--- src/rtl/traffic_pkg.sv ---
// traffic_pkg: shared types and default timing for the traffic phase controller.
//   phase_t : controller phase (GREEN, YELLOW, ALLRED, FLASH)
//   lamp_t  : per-approach lamp triple {red, yellow, green}
//   DEF_*   : default parameter values (1 MHz clock, 1 s ticks)
package traffic_pkg;

  typedef enum logic [1:0] {
    GREEN,
    YELLOW,
    ALLRED,
    FLASH
  } phase_t;

  typedef struct packed {
    logic red;
    logic yellow;
    logic green;
  } lamp_t;

  localparam int unsigned DEF_N_DIR    = 4;
  localparam int unsigned DEF_TICK_DIV = 1_000_000;
  localparam int unsigned DEF_GREEN_S  = 30;
  localparam int unsigned DEF_YELLOW_S = 5;
  localparam int unsigned DEF_ALLRED_S = 2;
  localparam int unsigned DEF_CNT_W    = 6;

endpackage

--- src/rtl/traffic_phase_ctrl_prescaler.sv ---
// tick_prescaler: divides clk down to a one-cycle tick every TICK_DIV cycles.
//   clk   : system clock
//   reset : synchronous, active-high; counter returns to 0
//   tick  : high for the single cycle where the counter equals TICK_DIV-1
module tick_prescaler
  import traffic_pkg::*;
#(
  parameter int unsigned TICK_DIV = DEF_TICK_DIV
) (
  input  logic clk,
  input  logic reset,
  output logic tick
);

  localparam int unsigned PW = (TICK_DIV > 1) ? $clog2(TICK_DIV) : 1;
  localparam logic [PW-1:0] LAST = PW'(TICK_DIV - 1);

  logic [PW-1:0] cnt_q, cnt_d;

  assign tick = (cnt_q == LAST);

  always_comb begin
    cnt_d = cnt_q + 1'b1;
    if (tick) cnt_d = '0;
  end

  always_ff @(posedge clk) begin
    if (reset) cnt_q <= '0;
    else       cnt_q <= cnt_d;
  end

endmodule

--- src/rtl/traffic_phase_ctrl.sv ---
// traffic_phase_ctrl: N-approach traffic-light controller with demand-driven
// round-robin phasing, all-red clearance and a night flash mode.
//   clk        : system clock (1 MHz nominal)
//   reset      : synchronous, active-high
//   req        : per-approach demand, sampled every clk
//   flash_mode : night flash request (level)
//   red/yellow/green : lamp drives, one bit per approach
//   active_dir : approach currently owning the phase
module traffic_phase_ctrl
  import traffic_pkg::*;
#(
  parameter int unsigned N_DIR    = DEF_N_DIR,
  parameter int unsigned TICK_DIV = DEF_TICK_DIV,
  parameter int unsigned GREEN_S  = DEF_GREEN_S,
  parameter int unsigned YELLOW_S = DEF_YELLOW_S,
  parameter int unsigned ALLRED_S = DEF_ALLRED_S,
  parameter int unsigned CNT_W    = DEF_CNT_W,
  localparam int unsigned DIR_W   = $clog2(N_DIR)
) (
  input  logic             clk,
  input  logic             reset,
  input  logic [N_DIR-1:0] req,
  input  logic             flash_mode,
  output logic [N_DIR-1:0] red,
  output logic [N_DIR-1:0] yellow,
  output logic [N_DIR-1:0] green,
  output logic [DIR_W-1:0] active_dir
);

  localparam logic [CNT_W-1:0] GREEN_LD  = CNT_W'(GREEN_S - 1);
  localparam logic [CNT_W-1:0] YELLOW_LD = CNT_W'(YELLOW_S - 1);
  localparam logic [CNT_W-1:0] ALLRED_LD = CNT_W'(ALLRED_S - 1);

  phase_t             state_q, state_d;
  logic [DIR_W-1:0]   dir_q, dir_d;
  logic [CNT_W-1:0]   cnt_q, cnt_d;
  logic [N_DIR-1:0]   pend_q, pend_d;
  logic               fphase_q, fphase_d;
  logic [N_DIR-1:0]   grant;
  logic [N_DIR-1:0]   dir_onehot;
  logic               others_pend;
  logic [DIR_W-1:0]   pick;
  logic               tick;
  lamp_t              lamp;

  tick_prescaler #(
    .TICK_DIV(TICK_DIV)
  ) u_prescaler (
    .clk  (clk),
    .reset(reset),
    .tick (tick)
  );

  // First pending approach after cur (cyclic), never cur itself;
  // falls back to the next approach when nothing else is waiting.
  function automatic logic [DIR_W-1:0] rr_pick(input logic [N_DIR-1:0] pend,
                                               input logic [DIR_W-1:0] cur);
    logic [DIR_W-1:0] sel;
    logic             found;
    int unsigned      idx;
    idx   = (32'(cur) + 1) % N_DIR;
    sel   = idx[DIR_W-1:0];
    found = 1'b0;
    for (int unsigned k = 1; k < N_DIR; k++) begin
      idx = (32'(cur) + k) % N_DIR;
      if (!found && pend[idx[DIR_W-1:0]]) begin
        sel   = idx[DIR_W-1:0];
        found = 1'b1;
      end
    end
    return sel;
  endfunction

  assign dir_onehot  = N_DIR'(1) << dir_q;
  assign others_pend = |(pend_q & ~dir_onehot);
  assign pick        = rr_pick(pend_q, dir_q);

  always_comb begin
    state_d  = state_q;
    dir_d    = dir_q;
    cnt_d    = cnt_q;
    fphase_d = fphase_q;
    grant    = '0;
    if (tick) begin
      unique case (state_q)
        GREEN: begin
          // flash_mode cuts green short on any tick; otherwise leave only
          // when someone else is waiting, else rest on green.
          if (flash_mode || (cnt_q == '0 && others_pend)) begin
            state_d = YELLOW;
            cnt_d   = YELLOW_LD;
          end else if (cnt_q == '0) begin
            cnt_d = GREEN_LD;
          end else begin
            cnt_d = cnt_q - 1'b1;
          end
        end
        YELLOW: begin
          if (cnt_q == '0) begin
            state_d = ALLRED;
            cnt_d   = ALLRED_LD;
          end else begin
            cnt_d = cnt_q - 1'b1;
          end
        end
        ALLRED: begin
          if (cnt_q == '0) begin
            if (flash_mode) begin
              state_d  = FLASH;
              fphase_d = 1'b0;
            end else begin
              state_d = GREEN;
              dir_d   = pick;
              cnt_d   = GREEN_LD;
              grant   = N_DIR'(1) << pick;
            end
          end else begin
            cnt_d = cnt_q - 1'b1;
          end
        end
        FLASH: begin
          if (flash_mode) begin
            fphase_d = ~fphase_q;
          end else begin
            state_d  = ALLRED;
            cnt_d    = ALLRED_LD;
            fphase_d = 1'b0;
          end
        end
      endcase
    end
    // The grant clears the bit even if req is asserted in the same cycle.
    pend_d = (pend_q | req) & ~grant;
  end

  always_ff @(posedge clk) begin
    if (reset) begin
      state_q  <= GREEN;
      dir_q    <= '0;
      cnt_q    <= GREEN_LD;
      pend_q   <= '0;
      fphase_q <= 1'b0;
    end else begin
      state_q  <= state_d;
      dir_q    <= dir_d;
      cnt_q    <= cnt_d;
      pend_q   <= pend_d;
      fphase_q <= fphase_d;
    end
  end

  always_comb begin
    red    = '0;
    yellow = '0;
    green  = '0;
    lamp   = '{red: 1'b1, yellow: 1'b0, green: 1'b0};
    for (int unsigned i = 0; i < N_DIR; i++) begin
      lamp = '{red: 1'b1, yellow: 1'b0, green: 1'b0};
      unique case (state_q)
        GREEN:  if (dir_q == i[DIR_W-1:0]) lamp = '{red: 1'b0, yellow: 1'b0, green: 1'b1};
        YELLOW: if (dir_q == i[DIR_W-1:0]) lamp = '{red: 1'b0, yellow: 1'b1, green: 1'b0};
        ALLRED: lamp = '{red: 1'b1, yellow: 1'b0, green: 1'b0};
        FLASH:  lamp = '{red: fphase_q, yellow: 1'b0, green: 1'b0};
      endcase
      red[i]    = lamp.red;
      yellow[i] = lamp.yellow;
      green[i]  = lamp.green;
    end
  end

  assign active_dir = dir_q;

endmodule

--- config.mk ---
export PLATFORM = sky130hd
export DESIGN_NAME = traffic_phase_ctrl
export DESIGN_NICKNAME = d
export VERILOG_FILES = /design/src/rtl/traffic_pkg.sv /design/src/rtl/traffic_phase_ctrl_prescaler.sv /design/src/rtl/traffic_phase_ctrl.sv
export SDC_FILE = /design/constraint.sdc
export NUM_CORES = 1
export LEC_CHECK = 0
export ABC_AREA = 1
export CORE_AREA = 2 2 96 52
export CTS_BUF_LIST = sky130_fd_sc_hd__clkbuf_2 sky130_fd_sc_hd__clkbuf_4 sky130_fd_sc_hd__clkbuf_8
export DETAILED_ROUTE_END_ITERATION = 10
export DIE_AREA = 0 0 98 54
export PLACE_DENSITY = 0.77
export SLEW_MARGIN = 15
export SYNTH_ARGS = -nofsm -noshare
export SYNTH_HDL_FRONTEND = slang
export SYNTH_SLANG_ARGS = --single-unit
--- constraint.sdc ---
create_clock -name clk -period 3.9 [get_ports clk]
set_input_delay 0.78 -clock clk [delete_from_list [all_inputs] [get_ports clk]]
set_output_delay 0.78 -clock clk [all_outputs]
set_load 0.01 [all_outputs]
==> impl_metrics.py <==
metrics = {
    "critical_path": {
        "critical_path_buf_inv_count": 2,
        "cell_depth_of_the_worst_setup_path": 4,
        "critical-path-top-delay-family": "buffers and inverters",
        "reg2reg_from": "active_dir[0]",
        "number_of_cell_instances_on_the_worst_register_to_register_path": 10,
        "endpoint_kind": "output port",
        "worst_setup_path_startpoint": "active_dir[0]",
        "r2r_setup_slack_ns": 1.70,
        "cp.required_ns": 3.12,
        "worst-setup-path-type": "flip-flop to output port",
        "crit_path_top_delay_cell": "sky130_fd_sc_hd__dfxtp_1",
        "critical-path-max-stage-delay_ns": 0.56,
        "critical_path.max_fanout": 12,
        "critPathCapture": "red[0]",
        "cp_data_arrival_time_ns": 2.02,
        "crit_path_cell_trace": "inv_1 > ha_1 > a21oi_1 > clkdlybuf4s50_1",
        "rr_endpoint": "pend_q[3]",
        "timing.critical_path.from_type": "flip-flop",
    },
    "cells_and_area": {
        "drive_gt1_share_pct": 9.012,
        "fin_nets": 357,
        "diodes": 0,
        "fillCellCount": 453,
        "layout.cell_area.non_filler_um2": 2480,
        "layout-area-overhead-vs-synth_pct": 17.07,
        "final_std_cells_w_o_fill": 404,
    },
    "global_routing": {
        "global_route_usage_over_all_layers_pct": 19.93,
        "first_global_vias": 1702,
        "grt_first_pass_wirelength_mm": 8.142,
        "grt_max_degree": 16,
        "grt_antenna_before_repair": 0,
        "grt-ovfl-total": 0,
    },
    "clock_network": {
        "tritoncts.num_buffers": 5,
        "cts_max_path_buffers": 2,
        "tritoncts": "done",
        "clock_latency_ns": 0.29,
        "cts.root.buffer_cell": "sky130_fd_sc_hd__clkbuf_8",
        "post_cts_hold_buffer_count": 0,
        "postCtsSetupRepairBufs": 0,
        "cts_htree_levels": 2,
        "cts_repair_resize_count": 0,
        "path_clk_slew_ns": 0.07,
        "cts.sinks": 35,
    },
    "floorplanning": {
        "die_width_um": 98,
        "dieHeight_um": 54,
        "initial_utilization_pct": 46.33,
        "die-area_um2": 5292,
        "ioPinCount": 21,
        "core-area_um2": 4572,
        "rows": 18,
    },
    "synthesis": {
        "synth-seq-cells": 35,
        "yosysTopAreaCellShare_pct": 33.08,
        "synth_top_area_cell": "sky130_fd_sc_hd__dfxtp_1",
        "post_synth_inst_count": 320,
        "postSynth.topFlopCell": "sky130_fd_sc_hd__dfxtp_1",
        "post_synth_design_cell_area_um2": 2118,
        "synth.yosys.warnings": 0,
        "synth_top_area_cells": "sky130_fd_sc_hd__dfxtp_1, sky130_fd_sc_hd__nand2_1, sky130_fd_sc_hd__nor2_1",
        "synthesis.area_per_instance_um2": 6.620,
        "synth-seq-area-share_pct": 33.08,
        "leading_cell_type_by_number_of_instances_after_synthesis": "sky130_fd_sc_hd__nand2_1",
        "yosysUniqueCellTypes": 35,
        "synth-edff-count": 0,
        "fraction_of_synthesis_flops_using_an_asynchronous_set_or_reset_pin_pct": 0,
        "mappedNetlistNets": 333,
        "yosys-top-cells-count": "sky130_fd_sc_hd__nand2_1, sky130_fd_sc_hd__nor2_1, sky130_fd_sc_hd__inv_1, sky130_fd_sc_hd__dfxtp_1",
    },
    "timing": {
        "clock_skew_ns": 0.006055,
        "final-max-slew-violation-count": 0,
        "timing.max_slew.rel_slack_pct": 66.14,
        "rsz_0062_raised_after_global_routing": "no",
        "finalCritPeriodShare_pct": 71.75,
        "worstMarginPinSlew_ns": 0.5067,
        "tns_ns": 0,
        "hold_viol": 0,
        "finish_stage_setup_viols": 0,
        "fin_crit_ns": 2.798,
        "max_freq_ghz": 0.3574,
    },
    "detailed_routing": {
        "drt_iter0_drc": 148,
        "remaining_design_rule_violation_count": 0,
        "drt_first_pass_iters": 5,
        "wl_per_cell_um": 12.54,
        "ant_nets": 0,
        "avgViaCountPerCell": 5.111,
        "routed_wirelength_mm": 5.067,
        "vias": 2065,
    },
    "power_and_ir_drop": {
        "ir_worst_vdd_mv": 0.1696,
        "power.density_nw_per_um2": 292.9,
        "power.static_leakage_nw": 0.9530,
    },
    "job": {
        "cap_viol_max_count": 0,
    },
    "placed_design": {
        "count_of_placed_standard_cells_including_taps": 397,
        "place.detailed.hpwl_mm": 4.005,
        "place_congestion": 0.8971,
        "place_area_um2": 2374,
        "placement.io_buffers": 20,
    },
    "worst_hold_path": {
        "holdPathStages": 1,
        "hp-class": "flip-flop to flip-flop",
    },
    "outcome": {
        "outcome": "completed",
    },
}
==> through the flow <==
stage	worst slack [ns]	util [%]	total power, W	hold WS, ns
6_report	1.102	54.24	0.0007263	0.4523
5_1_grt	1.033	54.24	0.0007532	0.4883
4_1_cts	1.122	54.24	0.0007300	0.4564
3_5_place_dp	1.335	51.92	0.0004153	0.4464
3_3_place_gp	1.423	51.92	0.0004144	0.4371
2_1_floorplan	2.051	-	0.0004010	0.4175
==> flip-flops by register name, summed over array words and instances (netlist names) <==
signal,cells
active_dir,2
state_q,2
u_prescaler.cnt_q,20
fphase_q,1
cnt_q,6
pend_q,4
==> kinds of logic after synthesis <==
logic type	count (synthesis)	share of synthesized area [%]
buffers and inverters	49	9.096
adder cells (fa/ha/maj)	6	3.544
AND/OR/NAND/NOR	173	37.86
AO/OA/AOI/OAI	50	13.47
multiplexers	1	0.4726
flip-flops	35	33.08
XOR/XNOR	6	2.481
==> cell usage in the layout (no fill, tap or decap) <==
| cell type | Yosys | routed |
|---|---|---|
| sky130_fd_sc_hd__a21oi_2 | 3 | 3 |
| sky130_fd_sc_hd__clkbuf_8 | 0 | 5 |
| sky130_fd_sc_hd__clkdlybuf4s50_1 | 0 | 20 |
| sky130_fd_sc_hd__o21ai_1 | 1 | 1 |
| sky130_fd_sc_hd__xor2_1 | 4 | 4 |
| sky130_fd_sc_hd__o31ai_1 | 2 | 2 |
| sky130_fd_sc_hd__nand2_2 | 1 | 1 |
| sky130_fd_sc_hd__nand3_4 | 1 | 1 |
| sky130_fd_sc_hd__o211ai_1 | 2 | 2 |
| sky130_fd_sc_hd__nor3_1 | 6 | 6 |
| sky130_fd_sc_hd__nand2_1 | 72 | 72 |
| sky130_fd_sc_hd__nand3_1 | 22 | 22 |
| sky130_fd_sc_hd__nor2_1 | 45 | 45 |
| sky130_fd_sc_hd__nor3_2 | 1 | 1 |
| sky130_fd_sc_hd__o21bai_2 | 1 | 1 |
| sky130_fd_sc_hd__bufinv_16 | 0 | 1 |
| sky130_fd_sc_hd__or2_2 | 1 | 1 |
| sky130_fd_sc_hd__mux2i_1 | 1 | 1 |
| sky130_fd_sc_hd__xnor2_1 | 2 | 2 |
| sky130_fd_sc_hd__dfxtp_1 | 35 | 35 |
| sky130_fd_sc_hd__o21a_1 | 1 | 1 |
| sky130_fd_sc_hd__nor3_4 | 1 | 1 |
| sky130_fd_sc_hd__a21oi_1 | 22 | 22 |
| sky130_fd_sc_hd__nand3_2 | 3 | 3 |
| sky130_fd_sc_hd__nor2_4 | 2 | 2 |
| sky130_fd_sc_hd__clkinvlp_4 | 0 | 1 |
| sky130_fd_sc_hd__nor3b_1 | 1 | 1 |
| sky130_fd_sc_hd__o21ai_2 | 1 | 1 |
| sky130_fd_sc_hd__nor4_1 | 2 | 2 |
| sky130_fd_sc_hd__o21ai_0 | 16 | 16 |
| sky130_fd_sc_hd__inv_1 | 43 | 43 |
| sky130_fd_sc_hd__inv_2 | 3 | 3 |
| sky130_fd_sc_hd__ha_1 | 6 | 6 |
| sky130_fd_sc_hd__nand4_1 | 9 | 9 |
| sky130_fd_sc_hd__nor2_2 | 6 | 6 |
| sky130_fd_sc_hd__a31oi_1 | 1 | 1 |
==> worst register-to-register path, stage by stage, from the launching register on <==
cell                      delay, ns
sky130_fd_sc_hd__dfxtp_1       0.56
sky130_fd_sc_hd__inv_1         0.19
sky130_fd_sc_hd__ha_1          0.40
sky130_fd_sc_hd__inv_1         0.15
sky130_fd_sc_hd__nand2_1       0.10
sky130_fd_sc_hd__nand2_1       0.14
sky130_fd_sc_hd__nand3_1       0.13
sky130_fd_sc_hd__nand2_1       0.13
sky130_fd_sc_hd__nand2_1       0.06
sky130_fd_sc_hd__nor2_1        0.14
sky130_fd_sc_hd__a21oi_1       0.09
==> per-layer routing <==
| layer | routed length, um | track usage (%) | share of wire, % | up-vias |
|---|---|---|---|---|
| li1 | - | - | - | 1093 |
| met1 | 2953 | 32.66 | 58 | 919 |
| met2 | 1702 | 23.52 | 34 | 49 |
| met3 | 378 | 5.195 | 7.5 | 4 |
| met4 | 33 | 5.556 | 0.65 | 0 |
| met5 | 0 | 0 | 0 | - |
==> cell type report <==
cell class	count	area [um2]	share of cell area, %
multi-input cells	236	1225	49.39
clock buffers	5	68.82	2.775
well taps	60	75.07	3.027
inverters	46	172.7	6.963
flip-flops and latches	35	700.7	28.25
repair buffers	20	200.2	8.073
clock inverters	2	37.54	1.514
==> where the power goes <==
group	total [W]	internal [W]	switching, W	leakage (nW)
logic	0.0000399	0.0000154	0.0000244	0.619
registers	0.000368	0.000363	0.00000554	0.284
clock network	0.000318	0.000187	0.000131	0.0502
total	0.000726	0.000565	0.000161	0.953
==> worst min path at each step <==
stage | from | end | slack [ns]
2_1_floorplan | u_prescaler.cnt_q[0] | u_prescaler.cnt_q[0] | 0.42
3_3_place_gp | u_prescaler.cnt_q[0] | u_prescaler.cnt_q[0] | 0.44
3_5_place_dp | u_prescaler.cnt_q[0] | u_prescaler.cnt_q[0] | 0.45
4_1_cts | u_prescaler.cnt_q[0] | u_prescaler.cnt_q[0] | 0.46
5_1_grt | u_prescaler.cnt_q[0] | u_prescaler.cnt_q[0] | 0.49
6_report | u_prescaler.cnt_q[0] | u_prescaler.cnt_q[0] | 0.45
Note: power is estimated with default switching activity, not from simulation.
